File: config.mk
export PLATFORM = sky130hd
export DESIGN_NAME = systolic_feed_ctrl
export DESIGN_NICKNAME = d
export VERILOG_FILES = /design/src/rtl/systolic_pkg.sv /design/src/rtl/step_counter.sv /design/src/rtl/systolic_feed_ctrl.sv
export SDC_FILE = /design/constraint.sdc
export NUM_CORES = 1
export LEC_CHECK = 0
export ABC_AREA = 1
export BUFFER_PORTS_ARGS = -buffer_cell sky130_fd_sc_hd__buf_2
export CAP_MARGIN = 20
export CORE_MARGIN = 2
export CORE_UTILIZATION = 40
export DETAILED_ROUTE_END_ITERATION = 8
export GPL_TIMING_DRIVEN = 0
export PLACE_DENSITY_LB_ADDON = 0.25
export RECOVER_POWER = 25
export SLEW_MARGIN = 15
export SYNTH_ARGS = -nofsm -noshare
export SYNTH_HDL_FRONTEND = slang
export SYNTH_HIERARCHICAL = 1
export SYNTH_SLANG_ARGS = --single-unit
export TNS_END_PERCENT = 20
File: constraint.sdc
create_clock -name clk -period 2 [get_ports clk]
set_clock_uncertainty 0.15 [all_clocks]
set_input_delay 0.6 -clock clk [delete_from_list [all_inputs] [get_ports clk]]
set_output_delay 0.6 -clock clk [all_outputs]
set_load 0.1 [all_outputs]
File: src/rtl/systolic_pkg.sv
// Shared types for the systolic array control path: sequencer state encoding and
// the drain-length rule used by the feed controller and the memA/memB skew benches.
package systolic_pkg;

  typedef enum logic [2:0] {
    IDLE,
    CLEAR,
    FEED,
    DRAIN,
    DONE
  } state_e;

  // Skew fill (DIM-1) + array propagation (DIM-1) + last-row pass (DIM).
  function automatic int drain_cycles(input int dim);
    return 3 * dim - 2;
  endfunction

endpackage

File: src/rtl/step_counter.sv
// Clearable up-counter used for FEED/DRAIN step counting and, with SAT=1,
// as a saturating performance counter.
module step_counter #(
  parameter int W   = 8,
  parameter bit SAT = 1'b0
) (
  input  logic         clk,
  input  logic         rst_n,
  input  logic         clr_i,
  input  logic         inc_i,
  output logic [W-1:0] value_o
);

  logic [W-1:0] value_q;
  logic [W-1:0] value_d;
  logic         at_max;

  assign at_max = SAT && (&value_q);

  always_comb begin
    // NOTE: default assignment first so no path through this block infers a latch.
    value_d = value_q;
    if (clr_i) begin
      value_d = '0;
    end else if (inc_i && !at_max) begin
      value_d = value_q + W'(1);
    end
  end

  // NOTE: non-blocking so every register samples pre-edge values regardless of block order.
  always_ff @(posedge clk or negedge rst_n) begin
    if (!rst_n) begin
      value_q <= '0;
    end else begin
      value_q <= value_d;
    end
  end

  assign value_o = value_q;

endmodule

File: src/rtl/systolic_feed_ctrl.sv
// Sequencer for one DIMxDIM systolic multiply: clear, feed DIM rows, drain, done.
// Define SYSTOLIC_CTRL_PERF_EN to add the perf_cycles/perf_stalls counters.
module systolic_feed_ctrl
  import systolic_pkg::*;
#(
  parameter int  DIM          = 8,
  parameter int  DRAIN_CYCLES = drain_cycles(DIM),
  localparam int AW           = (DIM > 1) ? $clog2(DIM) : 1,
  localparam int CW           = $clog2(DRAIN_CYCLES + 1)
) (
  input  logic          clk,
  input  logic          rst_n,
  input  logic          start,
  input  logic          stall,
  output logic          rd_en,
  output logic [AW-1:0] rd_addr,
  output logic          feed_zero,
  output logic          fifo_en,
  output logic          mac_en,
  output logic          clr,
  output logic          busy,
  output logic          done
`ifdef SYSTOLIC_CTRL_PERF_EN
  ,
  output logic [31:0]   perf_cycles,
  output logic [31:0]   perf_stalls
`endif
);

  state_e        state_q;
  logic [CW-1:0] cnt;
  logic          running;
  logic          step_ok;
  logic          last_step;

  assign running   = (state_q == FEED) || (state_q == DRAIN);
  assign step_ok   = running && !stall;
  assign last_step = ((state_q == FEED)  && (cnt == CW'(DIM - 1))) ||
                     ((state_q == DRAIN) && (cnt == CW'(DRAIN_CYCLES - 1)));

  // One counter serves both phases; it is zeroed on entry to FEED and to DRAIN.
  step_counter #(.W(CW), .SAT(1'b0)) u_step_cnt (
    .clk    (clk),
    .rst_n  (rst_n),
    .clr_i  ((state_q == CLEAR) || (step_ok && last_step)),
    .inc_i  (step_ok && !last_step),
    .value_o(cnt)
  );

  always_ff @(posedge clk or negedge rst_n) begin
    if (!rst_n) begin
      state_q <= IDLE;
    end else begin
      case (state_q)
        IDLE:    if (start) state_q <= CLEAR;
        CLEAR:   state_q <= FEED;
        FEED:    if (step_ok && last_step) state_q <= DRAIN;
        DRAIN:   if (step_ok && last_step) state_q <= DONE;
        DONE:    state_q <= IDLE;
        default: state_q <= IDLE;
      endcase
    end
  end

  always_comb begin
    rd_en     = 1'b0;
    rd_addr   = '0;
    feed_zero = 1'b0;
    fifo_en   = 1'b0;
    mac_en    = 1'b0;
    clr       = 1'b0;
    busy      = (state_q != IDLE);
    done      = 1'b0;
    case (state_q)
      CLEAR: clr = 1'b1;
      FEED: begin
        rd_en   = !stall;
        rd_addr = cnt[AW-1:0];
        fifo_en = !stall;
        mac_en  = !stall;
      end
      DRAIN: begin
        feed_zero = 1'b1;
        fifo_en   = !stall;
        mac_en    = !stall;
      end
      DONE:    done = 1'b1;
      default: ;
    endcase
  end

`ifdef SYSTOLIC_CTRL_PERF_EN
  step_counter #(.W(32), .SAT(1'b1)) u_perf_cycles (
    .clk    (clk),
    .rst_n  (rst_n),
    .clr_i  (state_q == CLEAR),
    .inc_i  (running),
    .value_o(perf_cycles)
  );

  step_counter #(.W(32), .SAT(1'b1)) u_perf_stalls (
    .clk    (clk),
    .rst_n  (rst_n),
    .clr_i  (state_q == CLEAR),
    .inc_i  (running && stall),
    .value_o(perf_stalls)
  );
`endif

endmodule
==> results list <==
- Number of design rule violations left after detail routing: 0
- Number of enable-type register cells in the synthesized netlist: 0
- Worst min path class: in2async
- Sum of overflow across all layers after global routing: 0
- Dominant cell type by area after synthesis: dfrtp_1
- The die covers 1710 µm².
- Synthesis instantiated 17 different standard cells from the library.
- Hold buffer count at CTS: 0
* Port-buffer cells: 13
* Area of the mapped netlist: between 500 and 600 µm²
* Period utilisation layout: 1.08
- At the later pin of the worst-skew pair, clock insertion delay measures roughly 0.24 ns.
- The worst path in the final design needs a cycle of 2.17 ns, including I/O delays and setup.
- CTS max path bufs: 2
* Sequence of cells on the critical path: nor2_4 > nand2_4 > nand2_4 > inv_4 > nor2_4 > buf_12 > buf_12
* Violated checks: setup timing
- Setup repair after global routing could not meet its margin everywhere.
* Worst slew pin tran: between 0.6 and 0.7 ns
- Data on the critical path is required at its endpoint by 1.25 ns.
- Count of endpoints failing hold in the final timing report: 0
- The number of antenna diodes in the final layout is 0.
* Most instantiated library cell after synthesis: nand2_1
* Total iterations of the first detailed-routing run: 4
- Hpwl dp: just under 900 µm
* First-pass GRT wire length: between 1500 and 2000 µm
- Measured against its own limit, the worst slew margin works out to 0.590.
- Setup slack on the critical path of the routed design comes to -0.167 ns.
- Row generation in the floorplan step produced 13 rows.
- Of the cells placed in the final design, the portion with a size suffix greater than 1 is 0.448.
- Critical-path maximum fanout: 5
- Clk sinks: 8
* TritonCTS clock tree: done
- The share of synthesized area in the top cell type comes to 0.358.
- Vias in the first global route: between 400 and 500
- In this run, the number of DRC markers left after iteration 0 of detailed routing was 13.
* Register area share after synthesis: 0.358
- Layout filler cell count: just over 90
- Category of the critical setup timing path: reg2out
* Core box area: 1300 µm²
* Fin nets: roughly 110
* Total number of vias: 561
- Cts bufs inserted: 3
- Primary flip-flop cell chosen by synthesis mapping: dfrtp_1
- By count the netlist is led by nand2_1 (15), inv_1 (14), nor2_1 (11), dfrtp_1 (8), nand3_1 (8).
* Critical Path End Type: output port
- Ports placed on the boundary: 14
* Category of the worst setup path launch point: flop
- Once detail routing completed, the nets flagged for antenna violations numbered 0.
- Slowest cell on the critical path: dfrtp_2
* Pre-CTS WS: -0.267 ns
- Routed wirelength normalized by instance count: ~10 µm
- Largest incremental delay on the critical path: approximately 0.44 ns
* Height of the die: roughly 41 µm
- Timing-limited maximum frequency: approximately 460 MHz
- Setup violations remaining at the end of the flow were counted as 9.
- Starting density of the core: 0.430
- Number of vias per cell after detailed routing: 4.68
- Routed wire length: 1250 µm
- CTS built an H-tree with a depth of 1.
- During synthesis, Yosys emitted a total of 6 warnings.
- Root Buffer Master: clkbuf_4
* Post-Synthesis Net Count: 85
* Synthesis-stage register bit count: 8
- Clock-pin slew was measured on the worst setup and hold paths at 0.05 ns.
- The total count of max-transition violations in the final report came to 0.
- Post-synth ARST share: 1.00
- Across the run, the number of max-cap violations was 0.
- Relative to the synthesized area, the layout overhead comes to 65.5%.
* Largest net degree at the start of global routing: 9
- Sorting the synthesized cells by area gives the leading types as dfrtp_1 (36%), nand2_1 (10%), inv_1 (9.4%), nor2_4 (8.1%), nor2_1 (7.4%).
- Number of instances in the synthesized netlist: 80
* Antenna violations before repair: 0
* Overall fraction of global-route tracks in use: 0.156
* Arrival time at the worst endpoint: 1.42 ns
- Per-instance average area after synthesis: around 7 µm²
- Routability-driven placement finished with a final weighted congestion of between 0.7 and 0.8.
- Status: finished with violations
* Die X-Extent: between 40 and 50 µm
[cells by family (layout without fill, tap and decap cells)]
group           after synthesis  after routing  synth area share
fa+ha+maj                     1              1            0.0224
simple gates                 48             48             0.441
flops                         8              8             0.358
buf+inv                      18             43             0.128
xor+xnor                      1              1            0.0157
compound gates                4              4            0.0358
[layout by cell type, fill, tap and decap left out, types with 3 or more instances in the layout]
master,Yosys,routed
clkbuf_4,0,3
dfrtp_2,0,3
dfrtp_1,8,5
nor2_4,4,8
nand2_1,15,15
nor2_1,11,8
inv_1,14,12
nand3_1,8,7
buf_12,0,8
buf_4,1,8
[sequential cells by signal, summed over array words and instances, names as in the netlist]
| register | count |
|---|---|
| u_step_cnt/value_o | 5 |
| state_q | 3 |
[per-stage QoR]
stage | setup TNS, ns | hold slack, ns | util | instances | area, µm²
finish | -0.851 | 0.0950 | 0.712 | 120 | 926
global route | -1.99 | 0.106 | 0.712 | 120 | 926
CTS | -0.564 | 0.0263 | 0.657 | 116 | 855
detailed placement | -0.573 | 0.291 | 0.528 | 108 | 687
global placement | -0.454 | 0.294 | 0.528 | 108 | 687
floorplan | -1.92 | 0.154 | - | 80 | 603
[routing by layer]
| metal | track usage | part of all wire | wire (µm) |
|---|---|---|---|
| met3 | 0.0319 | 0.026 | 32 |
| met2 | 0.273 | 0.53 | 660 |
| met1 | 0.180 | 0.44 | 550 |
| met5 | 0 | 0 | 0 |
| met4 | 0.0726 | 0.0048 | 6 |
[area by class of cell]
type	count	area, µm²	area share
inverter	17	68.8	0.0743
clock buffer	4	26.3	0.0284
buffer	1	20.0	0.0216
sequential	8	204	0.220
tap	15	18.8	0.0203
multi-input combinational	54	337	0.364
timing repair buffer	21	251	0.272
[worst paths after layout]
| kind | cells past startpoint | start | slack (ns) | to |
|---|---|---|---|---|
| min in group clk | 2 | u_step_cnt/value_o[1] | 0.43 | u_step_cnt/value_o[1] |
| max in group asynchronous | 1 | rst_n | 1.31 | state_q[2] |
| min | 1 | rst_n | 0.09 | u_step_cnt/value_o[0] |
| max | 7 | state_q[2] | -0.17 | mac_en |
| max reg2reg | 11 | state_q[1] | -0.05 | u_step_cnt/value_o[3] |
| min reg2reg | 2 | u_step_cnt/value_o[1] | 0.43 | u_step_cnt/value_o[1] |
[what timing repair did]
action | CTS | global route
setup buffers | 4 | 4
endpoints found under the setup margin | 12 | 15
endpoints found under the hold margin | 0 | 0
pin swaps | 2 | 0
gates resized for setup | 32 | 11
[worst max-delay path, delay by kind of cell (launching register included)]
family,cells,cell delay (ns)
buf+inv,3,0.32
flops,1,0.44
simple gates,4,0.41
Power is not shown: default switching activity piles up to over one toggle a cycle in this logic, so the estimate is an artifact.
